File: config.mk
export PLATFORM = sky130hd
export DESIGN_NAME = rr_resource_arbiter
export DESIGN_NICKNAME = d
export VERILOG_FILES = /design/src/rtl/mips_core_pkg.sv /design/src/rtl/rr_pick.sv /design/src/rtl/rr_resource_arbiter.sv
export SDC_FILE = /design/constraint.sdc
export NUM_CORES = 1
export LEC_CHECK = 0
export BUFFER_PORTS_ARGS = -buffer_cell sky130_fd_sc_hd__buf_4
export CORE_AREA = 8 8 55 57
export DETAILED_ROUTE_END_ITERATION = 7
export DIE_AREA = 0 0 63 65
export GPL_ROUTABILITY_DRIVEN = 0
export PLACE_DENSITY = 0.85
export SKIP_LAST_GASP = 1
export SLEW_MARGIN = 20
export SYNTH_ARGS = -nofsm -noshare
export SYNTH_HDL_FRONTEND = slang
export SYNTH_HIERARCHICAL = 1
export SYNTH_SLANG_ARGS = --single-unit
File: constraint.sdc
create_clock -name i_clk -period 3.4 [get_ports i_clk]
set_clock_uncertainty 0.15 [all_clocks]
set_input_delay 0.34 -clock i_clk [delete_from_list [all_inputs] [get_ports i_clk]]
set_output_delay 0.34 -clock i_clk [all_outputs]
set_load 0.02 [all_outputs]
File: src/rtl/mips_core_pkg.sv
// Types and helpers shared by the core's shared-resource arbitration logic.
package mips_core_pkg;

    typedef enum logic {
        ARB_IDLE  = 1'b0,
        ARB_OWNED = 1'b1
    } arb_state_t;

    // Index width for n entries; never narrower than one bit.
    function automatic int unsigned ARB_IDX_W(input int unsigned n);
        return (n > 1) ? $clog2(n) : 1;
    endfunction

endpackage

File: src/rtl/rr_pick.sv
// Masked round-robin first-one finder: lowest set bit of (req & ~mask) at or after rr_ptr,
// wrapping; scans a doubled request vector so the wrap needs no modulo logic.
module rr_pick
    import mips_core_pkg::*;
#(
    parameter int unsigned NUM_REQ = 4,
    localparam int unsigned IDX_W = ARB_IDX_W(NUM_REQ)
) (
    input  logic [NUM_REQ-1:0] i_req,
    input  logic [NUM_REQ-1:0] i_mask,
    input  logic [IDX_W-1:0]   i_rr_ptr,
    output logic               o_valid,
    output logic [IDX_W-1:0]   o_index
);

    localparam int unsigned DBL_W = 2 * NUM_REQ;
    localparam int unsigned POS_W = $clog2(DBL_W);

    logic [NUM_REQ-1:0] w_eff;
    logic [DBL_W-1:0]   w_dbl;
    logic [POS_W-1:0]   w_pos;

    assign w_eff = i_req & ~i_mask;
    assign w_dbl = {w_eff, w_eff};

    // Scan from far to near so the last hit written is the closest to rr_ptr.
    always_comb begin
        o_valid = 1'b0;
        o_index = '0;
        w_pos   = '0;
        for (int i = NUM_REQ - 1; i >= 0; i--) begin
            w_pos = POS_W'(i_rr_ptr) + POS_W'(i);
            if (w_dbl[w_pos]) begin
                o_valid = 1'b1;
                o_index = (w_pos >= POS_W'(NUM_REQ)) ? IDX_W'(w_pos - POS_W'(NUM_REQ))
                                                     : IDX_W'(w_pos);
            end
        end
    end

endmodule

File: src/rtl/rr_resource_arbiter.sv
// Round-robin owner sequencing for one shared resource: grant held until done or request drop,
// with a hold watchdog that force-releases a stuck owner.
module rr_resource_arbiter
    import mips_core_pkg::*;
#(
    parameter int unsigned NUM_REQ  = 4,
    parameter int unsigned MAX_HOLD = 64,
    localparam int unsigned IDX_W   = ARB_IDX_W(NUM_REQ)
) (
    input  logic               i_clk,
    input  logic               i_rst,
    input  logic [NUM_REQ-1:0] i_req,
    input  logic               i_done,
    output logic [NUM_REQ-1:0] o_grant,
    output logic               o_grant_valid,
    output logic [IDX_W-1:0]   o_grant_idx,
    output logic               o_timeout,
    output logic [IDX_W-1:0]   o_timeout_idx
);

    localparam int unsigned       CNT_W     = (MAX_HOLD > 0) ? $clog2(MAX_HOLD + 1) : 1;
    localparam logic [CNT_W-1:0]  HOLD_LAST = (MAX_HOLD > 0) ? CNT_W'(MAX_HOLD - 1) : '0;
    localparam logic [IDX_W-1:0]  LAST_IDX  = IDX_W'(NUM_REQ - 1);
    localparam logic              WDOG_EN   = (MAX_HOLD != 0);

    arb_state_t         r_state,       w_state_d;
    logic [NUM_REQ-1:0] r_grant,       w_grant_d;
    logic               r_grant_valid, w_grant_valid_d;
    logic [IDX_W-1:0]   r_grant_idx,   w_grant_idx_d;
    logic [IDX_W-1:0]   r_rr_ptr,      w_rr_ptr_d;
    logic [CNT_W-1:0]   r_hold_cnt,    w_hold_cnt_d;
    logic               r_timeout,     w_timeout_d;
    logic [IDX_W-1:0]   r_timeout_idx, w_timeout_idx_d;

    logic               w_owned;
    logic               w_fire;
    logic               w_release;
    logic [IDX_W-1:0]   w_ptr_inc;
    logic [IDX_W-1:0]   w_pick_ptr;
    logic [NUM_REQ-1:0] w_pick_mask;
    logic               w_pick_valid;
    logic [IDX_W-1:0]   w_pick_idx;
    logic [NUM_REQ-1:0] w_pick_onehot;

    assign w_owned   = (r_state == ARB_OWNED);
    assign w_fire    = WDOG_EN && w_owned && (r_hold_cnt == HOLD_LAST) && !i_done
                       && i_req[r_grant_idx];
    assign w_release = w_owned && (i_done || !i_req[r_grant_idx] || w_fire);
    assign w_ptr_inc = (r_grant_idx == LAST_IDX) ? '0 : r_grant_idx + 1'b1;

    // On release the search starts past the owner and excludes it, so it cannot be regranted at once.
    assign w_pick_ptr  = w_owned ? w_ptr_inc : r_rr_ptr;
    assign w_pick_mask = w_owned ? r_grant : '0;

    rr_pick #(
        .NUM_REQ (NUM_REQ)
    ) u_rr_pick (
        .i_req    (i_req),
        .i_mask   (w_pick_mask),
        .i_rr_ptr (w_pick_ptr),
        .o_valid  (w_pick_valid),
        .o_index  (w_pick_idx)
    );

    assign w_pick_onehot = NUM_REQ'(1) << w_pick_idx;

    always_comb begin
        w_state_d       = r_state;
        w_grant_d       = r_grant;
        w_grant_idx_d   = r_grant_idx;
        w_rr_ptr_d      = r_rr_ptr;
        w_hold_cnt_d    = r_hold_cnt;
        w_timeout_d     = w_fire;
        w_timeout_idx_d = w_fire ? r_grant_idx : r_timeout_idx;

        case (r_state)
            ARB_IDLE: begin
                if (w_pick_valid) begin
                    w_state_d     = ARB_OWNED;
                    w_grant_d     = w_pick_onehot;
                    w_grant_idx_d = w_pick_idx;
                    w_hold_cnt_d  = '0;
                end
            end
            ARB_OWNED: begin
                if (w_release) begin
                    w_rr_ptr_d   = w_ptr_inc;
                    w_hold_cnt_d = '0;
                    if (w_pick_valid) begin
                        w_grant_d     = w_pick_onehot;
                        w_grant_idx_d = w_pick_idx;
                    end else begin
                        w_state_d     = ARB_IDLE;
                        w_grant_d     = '0;
                        w_grant_idx_d = '0;
                    end
                end else if (r_hold_cnt != '1) begin
                    w_hold_cnt_d = r_hold_cnt + 1'b1;
                end
            end
            default: begin
                w_state_d     = ARB_IDLE;
                w_grant_d     = '0;
                w_grant_idx_d = '0;
            end
        endcase

        w_grant_valid_d = (w_state_d == ARB_OWNED);
    end

    always_ff @(posedge i_clk) begin
        if (i_rst) begin
            r_state       <= ARB_IDLE;
            r_grant       <= '0;
            r_grant_valid <= 1'b0;
            r_grant_idx   <= '0;
            r_rr_ptr      <= '0;
            r_hold_cnt    <= '0;
            r_timeout     <= 1'b0;
            r_timeout_idx <= '0;
        end else begin
            r_state       <= w_state_d;
            r_grant       <= w_grant_d;
            r_grant_valid <= w_grant_valid_d;
            r_grant_idx   <= w_grant_idx_d;
            r_rr_ptr      <= w_rr_ptr_d;
            r_hold_cnt    <= w_hold_cnt_d;
            r_timeout     <= w_timeout_d;
            r_timeout_idx <= w_timeout_idx_d;
        end
    end

    assign o_grant       = r_grant;
    assign o_grant_valid = r_grant_valid;
    assign o_grant_idx   = r_grant_idx;
    assign o_timeout     = r_timeout;
    assign o_timeout_idx = r_timeout_idx;

endmodule

======== Yosys cells after proc, flatten, opt, wreduce, memory -nomap -nowiden ========
Cells that the tools add are included.
storage, ports and cells
  logic and storage cells ................. 86
  input port bits ......................... 7
  output and inout port bits .............. 10
  bits in registers ....................... 19
cells by class
  $lt $le $gt $ge ......................... 9
  bitwise operators ....................... 3
  mux-type cells .......................... 40
  reductions and logical operators ........ 11
  shifts and indexed selects .............. 1
  add/subtract/negate cells ............... 9
  equal/unequal tests ..................... 6
operators with widths
  cell                                                         count
  2-to-1 mux 2 bit                                             13
  2-to-1 mux 7 bit                                             3
  2-to-1 mux 4 bit                                             4
  one-hot mux 7 bit (2 select lines)                           1
  less-than comparator 3 x 4 -> 1 bit (second input constant)  3
  2-to-1 mux 1 bit                                             11
  binary-select mux 1 bit (select 3 bit)                       3
  >= comparator 3 bit (second input constant)                  3
  one-hot mux 4 bit (2 select lines)                           1
  subtractor 2 x 1 -> 2 bit (second input constant)            4
  adder 7 x 1 -> 7 bit (second input constant)                 1
  == test 7 x 6 -> 1 bit (second input constant)               1
  inequality test 7 bit (second input constant)                1
  adder 2 x 2 -> 3 bit (second input constant)                 2
  AND reduction 2 bit                                          3
  AND 4 bit                                                    1
  binary-select mux 1 bit (select 2 bit)                       2
  logical AND 1 bit                                            4
  less-than comparator 2 x 4 -> 1 bit (second input constant)  1
  inequality test 2 x 1 -> 1 bit (second input constant)       2
  NOT 4 bit                                                    1
  one-hot mux 2 bit (2 select lines)                           1
  << shifter 1 x 2 -> 4 bit (first input constant)             1
  adder 2 x 1 -> 3 bit (second input constant)                 1
  other kinds (9)                                              11

======== Longest topological paths before layout ========
  depth after elaboration ................. 14
  depth in mapped cells ................... 10
  depth with buffers taken out ............ 10

======== Hierarchy ========
Netlist, hierarchy kept.
by module, submodules not included
  module               seq. area each (µm²)  cells an instance  area each (µm²)  times used
  rr_resource_arbiter  380.4                 109                973.4            1
  rr_pick              0.0                   25                 186.4            1

======== Worst setup path before layout ========
Ideal clock, no wire load.
  kind .................................... register -> register
  from .................................... reg, netlist name o_grant_valid
  to ...................................... reg r_grant[0] (netlist: o_grant[0])
  period minus slack after synthesis ...... 2785 ps
  required time ........................... 3179 ps
  library setup time ...................... 71 ps
  stages on the path, launching flop included .. 10
  buffers on the path ..................... 1
  arrival ................................. 2565 ps
  setup slack ............................. 615 ps
  path through ............................ dfxtp_1 clkbuf_1 mux2_2 ha_1 or4b_1 o311ai_1 a32oi_1 nor2_1 nand3_1 a21oi_1
RTL lines
  what                    RTL line                    RTL
  end signal: assignment  rr_resource_arbiter.sv:123  r_grant <= w_grant_d;
  end: declaration        rr_resource_arbiter.sv:27   logic [NUM_REQ-1:0] r_grant, w_grant_d;

======== Worst setup path after layout ========
  from .................................... reg r_grant_idx[0] (netlist: o_grant_idx[0])
  to ...................................... reg r_grant[0] (netlist: o_grant[0])
on the way
  word-level cells in the longest chain between the ends .. 14
  elaborated cells between the ends (all ways) .. 50
  classes of those cells .................. 8 x add/sub; 4 x order compare; 3 x eq/ne; 1 x shift; 28 x mux; 6 x reduce/logical
RTL lines
  what                                                   RTL line                      RTL
  start: declaration                                     rr_resource_arbiter.sv:29     logic [IDX_W-1:0] r_grant_idx, w_grant_idx_d;
  start signal: assignment                               rr_resource_arbiter.sv:125    r_grant_idx <= w_grant_idx_d;
  adder 2 x 1 -> 2 bit or == test 2 bit (tied branches)  rr_resource_arbiter.sv:49     assign w_ptr_inc = (r_grant_idx == LAST_IDX) ? '0 : r_grant_idx + 1'b1;
  2-to-1 mux 2 bit *                                     rr_resource_arbiter.sv:49
  net w_ptr_inc[1]                                       rr_resource_arbiter.sv:38     logic [IDX_W-1:0] w_ptr_inc;
  2-to-1 mux 2 bit *                                     rr_resource_arbiter.sv:52     assign w_pick_ptr = w_owned ? w_ptr_inc : r_rr_ptr;
  net w_pick_ptr[1]                                      rr_resource_arbiter.sv:39     logic [IDX_W-1:0] w_pick_ptr;
  adder 2 x 2 -> 3 bit                                   rr_pick.sv:32                 w_pos = POS_W'(i_rr_ptr) + POS_W'(i);
  >= comparator 3 bit (tied with other cells)            rr_pick.sv:35                 o_index = (w_pos >= POS_W'(NUM_REQ)) ? IDX_W'(w_pos - POS_W'(NUM_REQ))
  2-to-1 mux 2 bit or 2-to-1 mux 1 bit (tied branches)   rr_pick.sv:35, rr_pick.sv:33
  2-to-1 mux 2 bit (3 in series)                         rr_pick.sv:33                 if (w_dbl[w_pos]) begin
  2-to-1 mux 2 bit *                                     rr_pick.sv:33
  net w_pick_idx[1]                                      rr_resource_arbiter.sv:42     logic [IDX_W-1:0] w_pick_idx;
  << shifter 1 x 2 -> 4 bit *                            rr_resource_arbiter.sv:65     assign w_pick_onehot = NUM_REQ'(1) << w_pick_idx;
  2-to-1 mux 4 bit                                       rr_resource_arbiter.sv:89     if (w_pick_valid) begin
  2-to-1 mux 4 bit                                       rr_resource_arbiter.sv:86     if (w_release) begin
  one-hot mux 4 bit (2 select lines) *                   rr_resource_arbiter.sv:76     case (r_state)
Mark *: on every way through the listed nets, which the timed path passes. The rest lies on a longest branch. The select of a mux whose other input is x is not followed.
A chain may end at the register's enable or synchronous reset.

==> summary.md <==
| Metric | Value |
|---|---|
| Final HPWL DP | `2.03 mm` |
| # hold bufs at CTS | `0` |
| CP max stage delay | `0.52 ns` |
| Status | `finished clean` |
| Port-buffer cells | `16` |
| CP top delay family | `simple AND/OR/NAND/NOR gates` |
| CTS root buf | `clkbuf_4` |
| Floorplan row count | `17` |
| Core footprint | `0.00215 mm2` |
| Min-delay worst type | `input port to flip-flop` |
| Initial core utilization | `54.0%` |
| Main area contributors after synthesis | `dfxtp_1 (33%), a21oi_1 (4.3%), nor2_1 (3.9%)` |
| Final Hold Viols | `0` |
| Slew of the pin with the lowest slew margin | `0.645 ns` |
| Syn avg cell area | `8.66 um2` |
| Total number of vias | `1,059` |
| Area growth from synthesis to final layout | `13.8%` |
| CP max FO | `7` |
| Post-synth ARST share | `0%` |
| Clock sinks | `19` |
| Routed vias/inst | `5.95` |
| Clock slew seen by the registers of the worst setup and hold paths | `0.12 ns` |
| Reg-to-Reg Start | `o_grant_idx[0]` |
| Worst path bufs/invs | `0` |
| Number of max-cap violations | `0` |
| Worst slew margin | `56.8%` |
| Drt pass-1 iters | `4` |
| Final period utilization | `85.0%` |
| Hold endpoint | `r_hold_cnt[0]` |
| R2r setup slk | `0.51 ns` |
| Share of cells above drive strength 1 | `21.3%` |
| # diodes | `0` |
| EDFF count, synth | `0` |
| DRC Markers | `0` |
| Antenna Violating Nets Remaining | `0` |
| Vert. Die Dim | `65 um` |
| Min-Delay Path Depth | `2` |
| Starting DRT DRC Count | `48` |
| Synthesized cell area | `0.00116 mm2` |
| WL per Instance | `14.9 um` |
| Crit-path cells | `ha_1, mux2_2, ha_1, or4b_1, o311ai_1, a32oi_1, nor2_1, nand3_1, a21oi_1` |
| Crit end category | `flip-flop` |
| CP arrival | `2.97 ns` |
| RSZ-0062 raised after global routing | `no` |
| Most common cell on crit path | `ha_1` |
| Number of global-route vias before repair | `981` |
| CTS-repair resized insts | `0` |
| TritonCTS clock tree | `yes` |
| Maximum number of pins on one net before global-route repair | `20` |
| Setup TNS | `0 ns` |
| Register area share after synthesis | `32.8%` |
| Yosys top cell area share | `32.8%` |
| Synth Instances | `134` |
| Hold Crit Start | `i_rst` |
| Num CTS Buffers | `3` |
| WP data required | `3.48 ns` |
| RR Endpoint | `o_grant[0]` |
| Nets | `161` |
| Total track usage | `13.4%` |
| Initial antenna violation count | `0` |
| GRT overflow | `0` |
| Synth Register Bits | `19` |
| Tmin final | `2.89 ns` |
| Worst skew pair latency | `0.30 ns` |
| Max stage delay cell, worst path | `or4b_1` |
| Synth area leader | `dfxtp_1` |
| Main synth FF type | `dfxtp_1` |
| F_max | `346 MHz` |
| Total power per unit cell area | `509 mW/mm2` |
| Syn nets | `144` |
| Worst Reg-to-Reg Cells | `9` |
| Kind of critical path | `flip-flop to flip-flop` |
| Leakage | `0.525 nW` |
| Setup violations, final | `0` |
| Synth Warn # | `6` |
| Utilization after layout | `61.4%` |
| Final wirelength | `2.65 mm` |
| Worst vdd ir | `334 uV` |
| Crit start category | `flip-flop` |
| Io pins | `17` |
| Clock Path Buffers | `2` |
| H-tree Lvls | `1` |
| Fillers | `197` |
| Die area | `0.00410 mm2` |
| DIE WIDTH | `63 um` |
| First-pass GRT wire length | `4.67 mm` |
| Post-CTS Setup Inserts | `0` |
| Post-synthesis cell type count | `47` |
| Max Slew Vio Count | `0` |
-- worst reg2reg max path: stages, from the launching register on --
cell and delay [ns]:
dfxtp_1 0.46, ha_1 0.28, mux2_2 0.34, ha_1 0.39, or4b_1 0.52, o311ai_1 0.10
a32oi_1 0.20, nor2_1 0.16, nand3_1 0.08, a21oi_1 0.15
-- cells in the final DEF (no fill, tap or decap), drive strengths merged, types with 2 or more instances in the layout --
| cell type | n |
|---|---|
| dfxtp | 19 |
| buf | 16 |
| nor2 | 12 |
| a21oi | 11 |
| o21ai | 9 |
| nand2 | 7 |
| nand3 | 7 |
| and2 | 6 |
| nand2b | 5 |
| nor2b | 4 |
| inv | 4 |
| nand3b | 4 |
| nor3b | 3 |
| mux2i | 3 |
| ha | 3 |
| clkbuf | 3 |
| a211oi | 3 |
| mux2 | 2 |
| nand4 | 2 |
| a31oi | 2 |
| nand4b | 2 |
| a22o | 2 |
| nor3 | 2 |
| o211a | 2 |
| o211ai | 2 |
-- worst max path at each step --
| stage | startpoint | to | slack (ns) | cells past startpoint |
|---|---|---|---|---|
| after global routing | o_grant_idx[0] | o_grant[0] | 0.34 | 9 |
| after CTS | o_grant_idx[0] | o_grant[0] | 0.51 | 9 |
| after detailed placement | o_grant_idx[0] | o_grant[0] | 0.54 | 9 |
| after global placement | o_grant_idx[0] | o_grant[0] | 0.63 | 9 |
| final | o_grant_idx[0] | o_grant[0] | 0.51 | 9 |
| after floorplan | o_grant_valid | o_grant[0] | 0.61 | 9 |
-- area by class of cell --
type	count	area [um2]	area share [%]
clock buffers	3	22.5	1.71
clock inverters	1	5.00	0.379
inverters	4	15.0	1.14
multi-input cells	107	742	56.2
flip-flops and latches	19	380	28.8
well taps	28	35.0	2.65
repair buffers	16	120	9.10
-- state kept, by name, indices dropped and copies added, names as in the netlist --
| signal | flops |
|---|---|
| o_timeout | 1 |
| o_grant_idx | 2 |
| r_hold_cnt | 7 |
| o_timeout_idx | 2 |
| o_grant_valid | 1 |
| o_grant | 4 |
| r_rr_ptr | 2 |
-- Yosys cell counts, drive strengths merged, types with 2 or more instances --
cell type,number
o211ai,2
a21oi,11
nand3,7
mux2,2
o211a,2
nand4,2
ha,3
nor3,2
nand3b,4
buf,2
nor2,12
a211oi,3
nor3b,3
mux2i,3
nand2,7
a22o,2
nand4b,2
nand2b,5
a31oi,2
nor2b,4
dfxtp,19
o21ai,9
inv,4
clkbuf,2
and2,6
-- layer usage --
layer,GRT usage (%),share of wire (%),up-vias
met1,16.3,46,500
met3,3.78,6.3,4
li1,-,-,531
met2,22.2,47,24
met5,0,0,-
met4,4.84,0.87,0
-- through the flow --
step | setup slack (ns) | total power [W] | instances | instance area, um2 | hold slack (ns)
5_1_grt | 0.337 | 0.000715 | 178 | 1320 | 0.222
2_1_floorplan | 0.615 | 0.000479 | 134 | 1160 | 0.301
6_report | 0.509 | 0.000672 | 178 | 1320 | 0.217
4_1_cts | 0.513 | 0.000671 | 178 | 1320 | 0.217
3_5_place_dp | 0.542 | 0.000556 | 174 | 1290 | 0.333
3_3_place_gp | 0.631 | 0.000543 | 174 | 1290 | 0.315
-- where the power goes --
| part | leakage (nW) | internal (W) | switching [W] | total (W) |
|---|---|---|---|---|
| sequential | 0.155 | 0.000247 | 0.0000264 | 0.000274 |
| clock | 0.0177 | 0.0000437 | 0.0000736 | 0.000117 |
| combinational | 0.353 | 0.000124 | 0.000157 | 0.000280 |
| total | 0.525 | 0.000415 | 0.000257 | 0.000672 |
-- cell families after synthesis --
| logic type | count (synthesis) | share of synthesized area (%) |
|---|---|---|
| compound gates | 38 | 23.5 |
| mux | 6 | 6.47 |
| flops | 19 | 32.8 |
| fa+ha+maj | 3 | 3.24 |
| buf+inv | 8 | 3.24 |
| simple gates | 60 | 30.7 |
(Power assumes the default switching activity.)
